$ cat config.mk
export PLATFORM = sky130hd
export DESIGN_NAME = ps2_frame_receiver
export DESIGN_NICKNAME = d
export VERILOG_FILES = /design/src/rtl/ps2_frame_receiver.sv
export SDC_FILE = /design/constraint.sdc
export NUM_CORES = 1
export LEC_CHECK = 0
export BUFFER_PORTS_ARGS = -buffer_cell sky130_fd_sc_hd__clkbuf_2
export CAP_MARGIN = 30
export CORE_ASPECT_RATIO = 1.1
export CORE_MARGIN = 2
export CORE_UTILIZATION = 61
export CTS_BUF_LIST = sky130_fd_sc_hd__clkbuf_4 sky130_fd_sc_hd__clkbuf_8
export CTS_CLUSTER_SIZE = 8
export DETAILED_ROUTE_END_ITERATION = 6
export PLACE_DENSITY = 0.76
export SYNTH_ARGS = -nofsm -noshare
export SYNTH_HDL_FRONTEND = slang
export SYNTH_SLANG_ARGS = --single-unit
$ cat constraint.sdc
create_clock -name CLOCK_50 -period 4.2 [get_ports CLOCK_50]
set_clock_uncertainty 0.05 [all_clocks]
set_input_delay 0.42 -clock CLOCK_50 [delete_from_list [all_inputs] [get_ports CLOCK_50]]
set_output_delay 0.42 -clock CLOCK_50 [all_outputs]
set_load 0.05 [all_outputs]
$ cat src/rtl/ps2_frame_receiver.sv
// ps2_frame_receiver: receive-only PS/2 device-to-host deserializer.
// Synchronizes and glitch-filters the raw PS/2 lines, frames 11-bit packets
// (start, 8 data LSB-first, odd parity, stop) and delivers each good byte
// with a one-cycle strobe.
//
// Ports:
//   CLOCK_50         in   system clock (single domain)
//   reset            in   synchronous active-high reset
//   ps2_clk_in       in   raw PS/2 clock line (async, idle high)
//   ps2_dat_in       in   raw PS/2 data line (async, idle high)
//   received_data    out  last good byte, held until the next good byte
//   received_data_en out  one-cycle strobe, received_data valid same cycle
//   frame_error      out  one-cycle strobe: bad start/stop/parity or timeout
//   busy             out  high while a frame is in progress
//
// Optional build macro: PS2_PARITY_CHECK_EN
//   defined   -> frames with bad parity are rejected with frame_error
//   undefined -> parity bit is captured but ignored
module ps2_frame_receiver #(
  parameter int unsigned FILTER_LEN     = 8,
  parameter int unsigned TIMEOUT_CYCLES = 50000
) (
  input  logic       CLOCK_50,
  input  logic       reset,
  input  logic       ps2_clk_in,
  input  logic       ps2_dat_in,
  output logic [7:0] received_data,
  output logic       received_data_en,
  output logic       frame_error,
  output logic       busy
);

  localparam int unsigned FCNT_W = (FILTER_LEN > 2) ? $clog2(FILTER_LEN) : 1;
  localparam int unsigned TCNT_W = $clog2(TIMEOUT_CYCLES);
  localparam logic [FCNT_W-1:0] FCNT_LAST = FCNT_W'(FILTER_LEN - 1);
  // Expire on the cycle the counter would step onto TIMEOUT_CYCLES-1.
  localparam logic [TCNT_W-1:0] TCNT_EXPIRE = TCNT_W'(TIMEOUT_CYCLES - 2);

`ifdef PS2_PARITY_CHECK_EN
  localparam logic PARITY_CHECK = 1'b1;
`else
  localparam logic PARITY_CHECK = 1'b0;
`endif

  // The start bit is consumed directly in IDLE, so no separate START state.
  typedef enum logic [1:0] {
    IDLE   = 2'd0,
    DATA   = 2'd1,
    PARITY = 2'd2,
    STOP   = 2'd3
  } state_e;

  state_e              state_q, state_d;
  logic                clk_s1_q, clk_s1_d, clk_s2_q, clk_s2_d;
  logic                dat_s1_q, dat_s1_d, dat_s2_q, dat_s2_d;
  logic                filt_clk_q, filt_clk_d;
  logic [FCNT_W-1:0]   fcnt_q, fcnt_d;
  logic                fall_tick_q, fall_tick_d;
  logic [2:0]          bit_cnt_q, bit_cnt_d;
  logic [7:0]          shift_q, shift_d;
  logic                parity_q, parity_d;
  logic [TCNT_W-1:0]   tmo_q, tmo_d;
  logic [7:0]          rx_data_q, rx_data_d;
  logic                rx_en_q, rx_en_d;
  logic                err_q, err_d;
  logic                busy_q, busy_d;
  logic                frame_ok_c;

  // State register
  always_ff @(posedge CLOCK_50) begin
    if (reset) begin
      state_q     <= IDLE;
      clk_s1_q    <= 1'b1;
      clk_s2_q    <= 1'b1;
      dat_s1_q    <= 1'b1;
      dat_s2_q    <= 1'b1;
      filt_clk_q  <= 1'b1;
      fcnt_q      <= '0;
      fall_tick_q <= 1'b0;
      bit_cnt_q   <= '0;
      shift_q     <= '0;
      parity_q    <= 1'b0;
      tmo_q       <= '0;
      rx_data_q   <= '0;
      rx_en_q     <= 1'b0;
      err_q       <= 1'b0;
      busy_q      <= 1'b0;
    end else begin
      state_q     <= state_d;
      clk_s1_q    <= clk_s1_d;
      clk_s2_q    <= clk_s2_d;
      dat_s1_q    <= dat_s1_d;
      dat_s2_q    <= dat_s2_d;
      filt_clk_q  <= filt_clk_d;
      fcnt_q      <= fcnt_d;
      fall_tick_q <= fall_tick_d;
      bit_cnt_q   <= bit_cnt_d;
      shift_q     <= shift_d;
      parity_q    <= parity_d;
      tmo_q       <= tmo_d;
      rx_data_q   <= rx_data_d;
      rx_en_q     <= rx_en_d;
      err_q       <= err_d;
      busy_q      <= busy_d;
    end
  end

  // Frame acceptance in STOP: stop bit high and, if enabled, odd parity.
  assign frame_ok_c = dat_s2_q & ((^{shift_q, parity_q}) | ~PARITY_CHECK);

  // Synchronizers, clock filter, framing FSM and timeout
  always_comb begin
    state_d     = state_q;
    clk_s1_d    = ps2_clk_in;
    clk_s2_d    = clk_s1_q;
    dat_s1_d    = ps2_dat_in;
    dat_s2_d    = dat_s1_q;
    filt_clk_d  = filt_clk_q;
    fcnt_d      = '0;
    bit_cnt_d   = bit_cnt_q;
    shift_d     = shift_q;
    parity_d    = parity_q;
    tmo_d       = '0;
    rx_data_d   = rx_data_q;
    rx_en_d     = 1'b0;
    err_d       = 1'b0;

    // Filtered clock flips only after FILTER_LEN consecutive differing samples.
    if (clk_s2_q != filt_clk_q) begin
      if (fcnt_q == FCNT_LAST) begin
        filt_clk_d = clk_s2_q;
      end else begin
        fcnt_d = fcnt_q + FCNT_W'(1);
      end
    end
    fall_tick_d = filt_clk_q & ~filt_clk_d;

    if (fall_tick_q) begin
      // A falling edge always wins over a coincident timeout.
      unique case (state_q)
        IDLE: begin
          if (!dat_s2_q) begin
            state_d   = DATA;
            bit_cnt_d = '0;
            shift_d   = '0;
          end else begin
            err_d = 1'b1;
          end
        end
        DATA: begin
          shift_d[bit_cnt_q] = dat_s2_q;
          if (bit_cnt_q == 3'd7) begin
            state_d   = PARITY;
            bit_cnt_d = '0;
          end else begin
            bit_cnt_d = bit_cnt_q + 3'd1;
          end
        end
        PARITY: begin
          parity_d = dat_s2_q;
          state_d  = STOP;
        end
        STOP: begin
          state_d = IDLE;
          if (frame_ok_c) begin
            rx_data_d = shift_q;
            rx_en_d   = 1'b1;
          end else begin
            err_d = 1'b1;
          end
        end
        default: state_d = IDLE;
      endcase
    end else if (state_q != IDLE) begin
      if (tmo_q == TCNT_EXPIRE) begin
        state_d   = IDLE;
        bit_cnt_d = '0;
        err_d     = 1'b1;
      end else begin
        tmo_d = tmo_q + TCNT_W'(1);
      end
    end

    busy_d = (state_d != IDLE);
  end

  assign received_data    = rx_data_q;
  assign received_data_en = rx_en_q;
  assign frame_error      = err_q;
  assign busy             = busy_q;

endmodule

Yosys cells after proc, flatten, opt, wreduce, memory -nomap -nowiden
Index checks and enable logic that the tools add are counted.
{"block": "totals", "register_bits": 49, "word_cells": 74}
{"block": "op_classes", "addsub": 3, "n_lt_le_gt_ge": 2, "n_eq_ne": 10, "muxes": 25, "bitwise_logic": 6, "n_reduce_logical": 13}
{"cell": "$add 16x1->16 const B", "n": 1}
{"cell": "$eq 16x16->1 const B", "n": 1}
{"cell": "$pmux 8 s2", "n": 1}
{"cell": "$mux 3", "n": 5}
{"cell": "$mux 2", "n": 5}
{"cell": "$reduce_bool 2->1", "n": 5}
{"cell": "$bwmux 8", "n": 1}
{"cell": "$mux 1", "n": 8}
{"cell": "$mux 8", "n": 1}
{"cell": "$pmux 2 s4", "n": 1}
{"cell": "$add 3x1->3 const B", "n": 2}
{"cell": "$eq 3x3->1 const B", "n": 2}
{"cell": "$pmux 3 s2", "n": 1}
{"cell": "$reduce_and 3->1", "n": 2}
{"cell": "$reduce_or 3->1", "n": 2}
{"cell": "$not 1->1", "n": 5}
{"cell": "$eq 2x2->1 const B", "n": 2}
{"cell": "$lt 3x4->1 const B", "n": 1}
{"cell": "$reduce_and 4->1", "n": 1}
{"cell": "$reduce_or 4->1", "n": 1}
{"cell": "$demux 1 s3", "n": 1}
{"cell": "$ge 3x1->1 const B", "n": 1}
{"cell": "$ne 3x1->1 const B", "n": 1}
{"cell": "$ne 3x3->1 const B", "n": 1}
{"cell": "other kinds (7)", "n": 7}

Longest topological paths before layout
Gate-level depths: netlist (run 1).
{"block": "logic_depth", "word_depth": 6, "ltp_mapped": 7}

Least setup slack after synthesis (run 1)
Ideal clock, no wire load.
{"block": "synth_timing", "path_type": "register to register", "startpoint": "reg tmo_q[0]", "endpoint": "reg tmo_q[11]", "arrival_ns": 1.495, "required_ns": 4.086, "setup_slack_ns": 2.591, "path_stages_with_launch": 8, "n_path_buf": 1, "cell_sequence": "dfxtp_1 > inv_1 > ha_1 > and4_1 > a41oi_2 > nand3_4 > buf_6 > nor2_1"}
{"block": "synth_between", "elab_chain_cells": 2}
{"element": "start, declared", "line": "62", "source": "logic [TCNT_W-1:0] tmo_q, tmo_d;"}
{"element": "start signal, assigned", "line": "100", "source": "tmo_q <= tmo_d;"}
{"element": "parallel branches: the longest is 2 deep, another holds $add 16x1->16"}
Several ways; the timed one is not identified.
A chain may end at the register's enable or synchronous reset.

Final worst setup path (run 1)
{"block": "layout_timing", "startpoint": "reg tmo_q[0]", "endpoint": "reg tmo_q[14]"}
Same word-level chain as after synthesis.

==> impl_metrics.json, run 1 <==
{
  "status": "finished, final reports clean",
  "finalHoldViolations": 0,
  "final_util_pct": 69.76,
  "critPathArrivalTime_ps": 2010,
  "syn-mean-instance-area_um2": 8.572,
  "postCtsResizedCells": 0,
  "p_per_area_mw_per_mm2": 345.8,
  "period_needed_ps": 1759,
  "hold_class": "primary input to flop",
  "synth-edff-count": 0,
  "multi_input_area_mm2": 0.001080,
  "fmax_mhz": 568.4,
  "grt_antenna_before_repair": 0,
  "relSlewSlack_pct": 61.73,
  "required_ps": 4450,
  "ctsHoldBuffers": 0,
  "synth_area_leaders": "dfxtp_1 (46%), a21oi_1 (7.0%), nand2_1 (6.0%)",
  "p_switching_mw": 0.1494,
  "maxCapViolations": 0,
  "htreeDepth": 2,
  "async_flop_share_pct": 0,
  "nets": 271,
  "via_per_inst": 5.348,
  "grt_pass1_vias": 1454,
  "hold_path.startpoint": "ps2_clk_in",
  "drt_iter0_drc": 91,
  "gp_congestion": 0.8345,
  "grt_usage_pct": 20.82,
  "r2r_start": "tmo_q[0]",
  "final_common_cell": "dfxtp_1",
  "die_w_um": 60.40,
  "cts_buffer_depth": 2,
  "final.setup.tns_ps": 0,
  "netlist_area_mm2": 0.002135,
  "num-fill-cells": 272,
  "synthFlopType": "dfxtp_1",
  "internal_power_mw": 0.6541,
  "grt_overflow_total": 0,
  "cp_max_fo": 16,
  "clkPwrFrac_pct": 40.6,
  "syn_inst": 249,
  "clk_pin_slew_ps": 130,
  "die_area_mm2": 0.003989,
  "worst_hold_slack_ps": 177.8,
  "drc": 0,
  "finalCritPeriodShare_pct": 41.89,
  "yosysWarnings": 0,
  "setup_violations": 0,
  "cts_sinks": 49,
  "root_buffer": "clkbuf_4",
  "ios": 15,
  "cts_tree": "built",
  "end_kind": "flop",
  "io_buffers": 14,
  "layout-drive-gt1-share_pct": 12.21,
  "worstSkewPairLatency_ps": 370,
  "cts_setup_buffers": 0,
  "syn_to_final_growth_pct": 8.851,
  "grt_first_pass_wirelength_mm": 6.210,
  "initial_core_util_pct": 64.09,
  "row_count": 22,
  "total_power_mw": 0.8036,
  "core_mm2": 0.003331,
  "combPwrFrac_pct": 1.2,
  "synth_seq_area_share_pct": 45.96,
  "ir_worst_vdd_uv": 213.2,
  "vias": 1658,
  "wl_per_cell_um": 11.87,
  "dp_hpwl_mm": 2.567,
  "synth_fp_nets": 259,
  "rsz0062_at_grt": "no",
  "p_leak_nw": 0.8459,
  "switching_share_pct": 18.59,
  "start_kind": "flop",
  "seqCellArea_um2": 980.9,
  "crit_type": "flop to flop",
  "grt_max_degree": 31,
  "wirelength_mm": 3.680,
  "synth_largest_area_cell": "dfxtp_1",
  "synth_top_area_share_pct": 45.96,
  "pwr-share-seq_pct": 58.2,
  "drv_slew": 0,
  "synth.distinct_cells": 38,
  "antenna_cells": 0,
  "worstMarginPinSlew_ps": 574.0,
  "crit_path_start": "tmo_q[0]",
  "cts_buffers": 5,
  "die_h_um": 66.04,
  "ys_ff_latch": 49,
  "final_cell_mix": "dfxtp_1 (49), nand2_1 (34), a21oi_1 (30), nor2_1 (22), clkbuf_2 (14)",
  "drtAntennaViolNets": 0,
  "drtPass1Iterations": 4
}
[cell usage after synthesis, types with 2 or more instances]
| cell | n |
|---|---|
| or3_1 | 2 |
| dfxtp_1 | 49 |
| buf_2 | 2 |
| a31oi_1 | 4 |
| clkbuf_1 | 6 |
| and4_1 | 2 |
| inv_1 | 8 |
| a21oi_1 | 30 |
| nand4_2 | 2 |
| nand2b_1 | 4 |
| xor2_1 | 3 |
| nor2b_1 | 3 |
| nand3b_1 | 2 |
| and2_1 | 4 |
| nor3_1 | 6 |
| nand4_1 | 2 |
| ha_1 | 6 |
| or2_2 | 4 |
| nor2_1 | 22 |
| o21ai_0 | 13 |
| nand2_1 | 34 |
| and3_1 | 4 |
| nor4_1 | 5 |
| nand3_1 | 9 |
| xnor2_1 | 10 |
[cell type report]
cell class	count	area share, %
Inverter	8	1.292
Timing Repair Buffer	14	3.016
Clock buffer	5	1.616
Clock inverter	3	2.800
Multi-Input combinational cell	183	46.47
Sequential cell	49	42.22
Tap cell	48	2.585
[registers in the layout, summed over array words and instances (netlist names), 2 cells and up]
register / cells
bit_cnt_q: 3
received_data: 8
tmo_q: 16
shift_q: 8
fcnt_q: 3
state_q: 2
[routing by layer]
layer	track usage, %	up-vias	wire length, um
li1	-	882	-
met1	24.11	750	1696
met2	35.46	20	1799
met3	5.284	6	123
met4	9.167	0	60
met5	0	-	0
[worst max-delay path, stage by stage (launching register included)]
cell	delay [ps]
dfxtp_1	440
inv_1	70
ha_1	190
and4_1	230
a41oi_2	330
nand3_4	240
a21oi_1	160
[path summary, 6_finish.rpt]
path | to | slack (ps) | cells past startpoint
worst max register to register | tmo_q[14] | 2440 | 6
worst min-delay path | clk_s1_q | 180 | 2
worst max-delay path | tmo_q[14] | 2440 | 6
worst min register to register | clk_s2_q | 380 | 1
[power by group through the flow]
stage	combinational, mW	clock, mW	sequential (mW)
finish	0.00949	0.326	0.468
global route	0.0108	0.354	0.469
CTS	0.00980	0.337	0.468
detailed placement	0.00976	0	0.478
global placement	0.00971	0	0.478
floorplan	0.00701	0	0.478
[logic make-up (layout without fill, tap and decap cells)]
logic type / after synthesis / after routing / synth area share (%)
AO/OA/AOI/OAI: 51 / 51 / 13.13
XOR/XNOR: 13 / 13 / 5.334
adder cells (fa/ha/maj): 6 / 6 / 3.517
buffers and inverters: 17 / 30 / 3.458
flip-flops: 49 / 49 / 45.96
multiplexers: 1 / 1 / 0.4690
AND/OR/NAND/NOR: 112 / 112 / 28.14
[per-stage QoR]
step / setup slack (ps) / instance area (um^2) / instances
finish: 2441 / 2323 / 310
global route: 2259 / 2323 / 310
CTS: 2429 / 2323 / 310
detailed placement: 2475 / 2221 / 302
global placement: 2512 / 2221 / 302
floorplan: 2591 / 2135 / 249
Power figures use the tool's default switching activity.
==> inputs of run 2 (changes only) <==
--- a/config.mk
+++ b/config.mk
@@ -9,11 +9,11 @@
 export CAP_MARGIN = 30
 export CORE_ASPECT_RATIO = 1.1
 export CORE_MARGIN = 2
-export CORE_UTILIZATION = 61
+export CORE_UTILIZATION = 56
 export CTS_BUF_LIST = sky130_fd_sc_hd__clkbuf_4 sky130_fd_sc_hd__clkbuf_8
 export CTS_CLUSTER_SIZE = 8
 export DETAILED_ROUTE_END_ITERATION = 6
-export PLACE_DENSITY = 0.76
+export PLACE_DENSITY = 0.74
 export SYNTH_ARGS = -nofsm -noshare
 export SYNTH_HDL_FRONTEND = slang
 export SYNTH_SLANG_ARGS = --single-unit
==> constraint.sdc (replaced) <==
create_clock -name CLOCK_50 -period 1.5 [get_ports CLOCK_50]
set_clock_uncertainty 0.05 [all_clocks]
set_input_delay 0.15 -clock CLOCK_50 [delete_from_list [all_inputs] [get_ports CLOCK_50]]
set_output_delay 0.15 -clock CLOCK_50 [all_outputs]
set_load 0.05 [all_outputs]
==> run 2 against run 1 <==
- global-route usage grew 0.16 points
- utilization grew 2.1 points
- hold slack lost 8.3 ps
- fmax grew 19%
- final cell count grew 9.7%
- setup slack lost 2400 ps
- critical path depth grew 1
- clock-buffer cell count is the same
- register-to-register slack lost 2400 ps
- power grew to 2.6 times the previous value
- largest cell class unchanged
- highest routed layer unchanged
==> impl_metrics.json, run 2 (synthesis results as in run 1) <==
{
  "r2r_cells": 7,
  "placedCellCount": 332,
  "worstSkewPairLatency_ps": 300,
  "critPathArrivalTime_ps": 1620,
  "drtAntennaViolNets": 0,
  "final_util_pct": 71.89,
  "wirelength_mm": 4.188,
  "fin_area_mm2": 0.002628,
  "finalCritPeriodShare_pct": 98.20,
  "grt_pass1_vias": 1660,
  "root_buffer": "clkbuf_8",
  "period_needed_ps": 1473,
  "r2r_start": "tmo_q[0]",
  "core_mm2": 0.003655,
  "layout.cells.non_filler": 340,
  "required_ps": 1640,
  "endpoint": "tmo_q[12]",
  "htreeDepth": 2,
  "drt_iter0_drc": 137,
  "grt_usage_pct": 20.98,
  "antenna_cells": 0,
  "setup_violations": 0,
  "ios": 15,
  "cts_setup_buffers": 0,
  "gp_congestion": 0.8593,
  "final_common_cell": "dfxtp_1",
  "initial_core_util_pct": 58.40,
  "grt_overflow_total": 0,
  "largest_reg_flops": 16,
  "placed_area_mm2": 0.002437,
  "crit_path_start": "tmo_q[0]",
  "die_area_mm2": 0.004322,
  "grt_max_degree": 18,
  "cts_buffers": 5,
  "clk_pin_slew_ps": 80,
  "crit_type": "flop to flop",
  "io_buffers": 14,
  "start_kind": "flop",
  "grt_first_pass_wirelength_mm": 7.141,
  "die_h_um": 68.75,
  "min_path_cells": 3,
  "cts_tree": "built",
  "drv_slew": 0,
  "p_leak_nw": 1.013,
  "fmax_mhz": 678.9,
  "row_count": 23,
  "via_per_inst": 5.426,
  "syn_to_final_growth_pct": 23.09,
  "final_cell_mix": "dfxtp_1 (38), nand2_1 (34), a21oi_1 (29), buf_4 (27), nor2_1 (22)",
  "worst_hold_slack_ps": 169.5,
  "regMostFlops": "tmo_q",
  "r2r-end": "tmo_q[12]",
  "hold_class": "primary input to flop",
  "p_per_area_mw_per_mm2": 781.8,
  "reg2reg_slack_ps": 30,
  "die_w_um": 62.87,
  "drc": 0,
  "worstMarginPinSlew_ps": 495.2,
  "cts_sinks": 49,
  "ir_worst_vdd_uv": 761.4,
  "grt_antenna_before_repair": 0,
  "end_kind": "flop",
  "dp_hpwl_mm": 2.874,
  "layout-drive-gt1-share_pct": 27.59,
  "drtPass1Iterations": 6,
  "vias": 1845,
  "status": "finished, final reports clean",
  "relSlewSlack_pct": 66.71,
  "cts_buffer_depth": 2,
  "wl_per_cell_um": 12.32,
  "finalHoldViolations": 0,
  "nets": 301,
  "cp_max_fo": 5,
  "maxCapViolations": 0,
  "rsz0062_at_grt": "yes"
}
[run 2: cell types whose count changed in the layout (fill, tap and decap cells not counted), sizes merged]
cell,previous run,this run
bufinv,2,0
buf,0,28
dlygate4sd3,0,2
[run 2: worst min path at each step]
stage / start / endpoint / slack, ps
global placement: ps2_clk_in / clk_s1_q / 280
detailed placement: ps2_dat_in / dat_s1_q / 280
global route: reset / frame_error / 190
floorplan: ps2_clk_in / clk_s1_q / 200
finish: reset / frame_error / 170
CTS: reset / received_data[1] / 170
[run 2: critical path, cell delays in order (launching register included)]
cell and delay, ps:
dfxtp_2 340, buf_4 140, ha_4 130, nand2_1 60, buf_4 140, nor4_4 300
xnor2_1 150, nor2_1 60
[run 2: stage by stage]
| stage | TNS (ps) | power (mW) | worst slack, ps |
|---|---|---|---|
| after global routing | -147.7 | 2.122 | -66.93 |
| after CTS | 0 | 2.070 | 6.543 |
| after detailed placement | 0 | 1.370 | 10.14 |
| after floorplan | -6.944 | 1.358 | -6.944 |
| after global placement | 0 | 1.370 | 37.55 |
| final | 0 | 2.054 | 27.02 |
[run 2: routing by layer]
metal  GRT usage (%)  share of wire, %  vias to the layer above
met5               0                 0                        -
met4           8.611               1.4                        0
met3           5.032               3.1                        6
met2           38.96                51                       28
li1                -                 -                      946
met1           23.47                44                      865
[run 2: area by class of cell]
cell class / instances / area (um^2)
fillers: 305 / 1027
clock inverters: 1 / 5.005
flip-flops and latches: 49 / 994.7
inverters: 8 / 30.03
clock buffers: 5 / 68.82
repair buffers: 44 / 304.0
multi-input cells: 183 / 1162
well taps: 50 / 62.56
[run 2: what timing repair did]
action	CTS	global route
hold buffers	2	0
pin swaps	0	7
resized for setup	1	26
hold endpoints to repair	2	0
endpoints found under the setup margin	6	29
[run 2: where the power goes]
part	internal (mW)	switching, mW	total (mW)
logic	0.0156	0.0199	0.0355
clock network	0.307	0.403	0.710
registers	1.30	0.00376	1.31
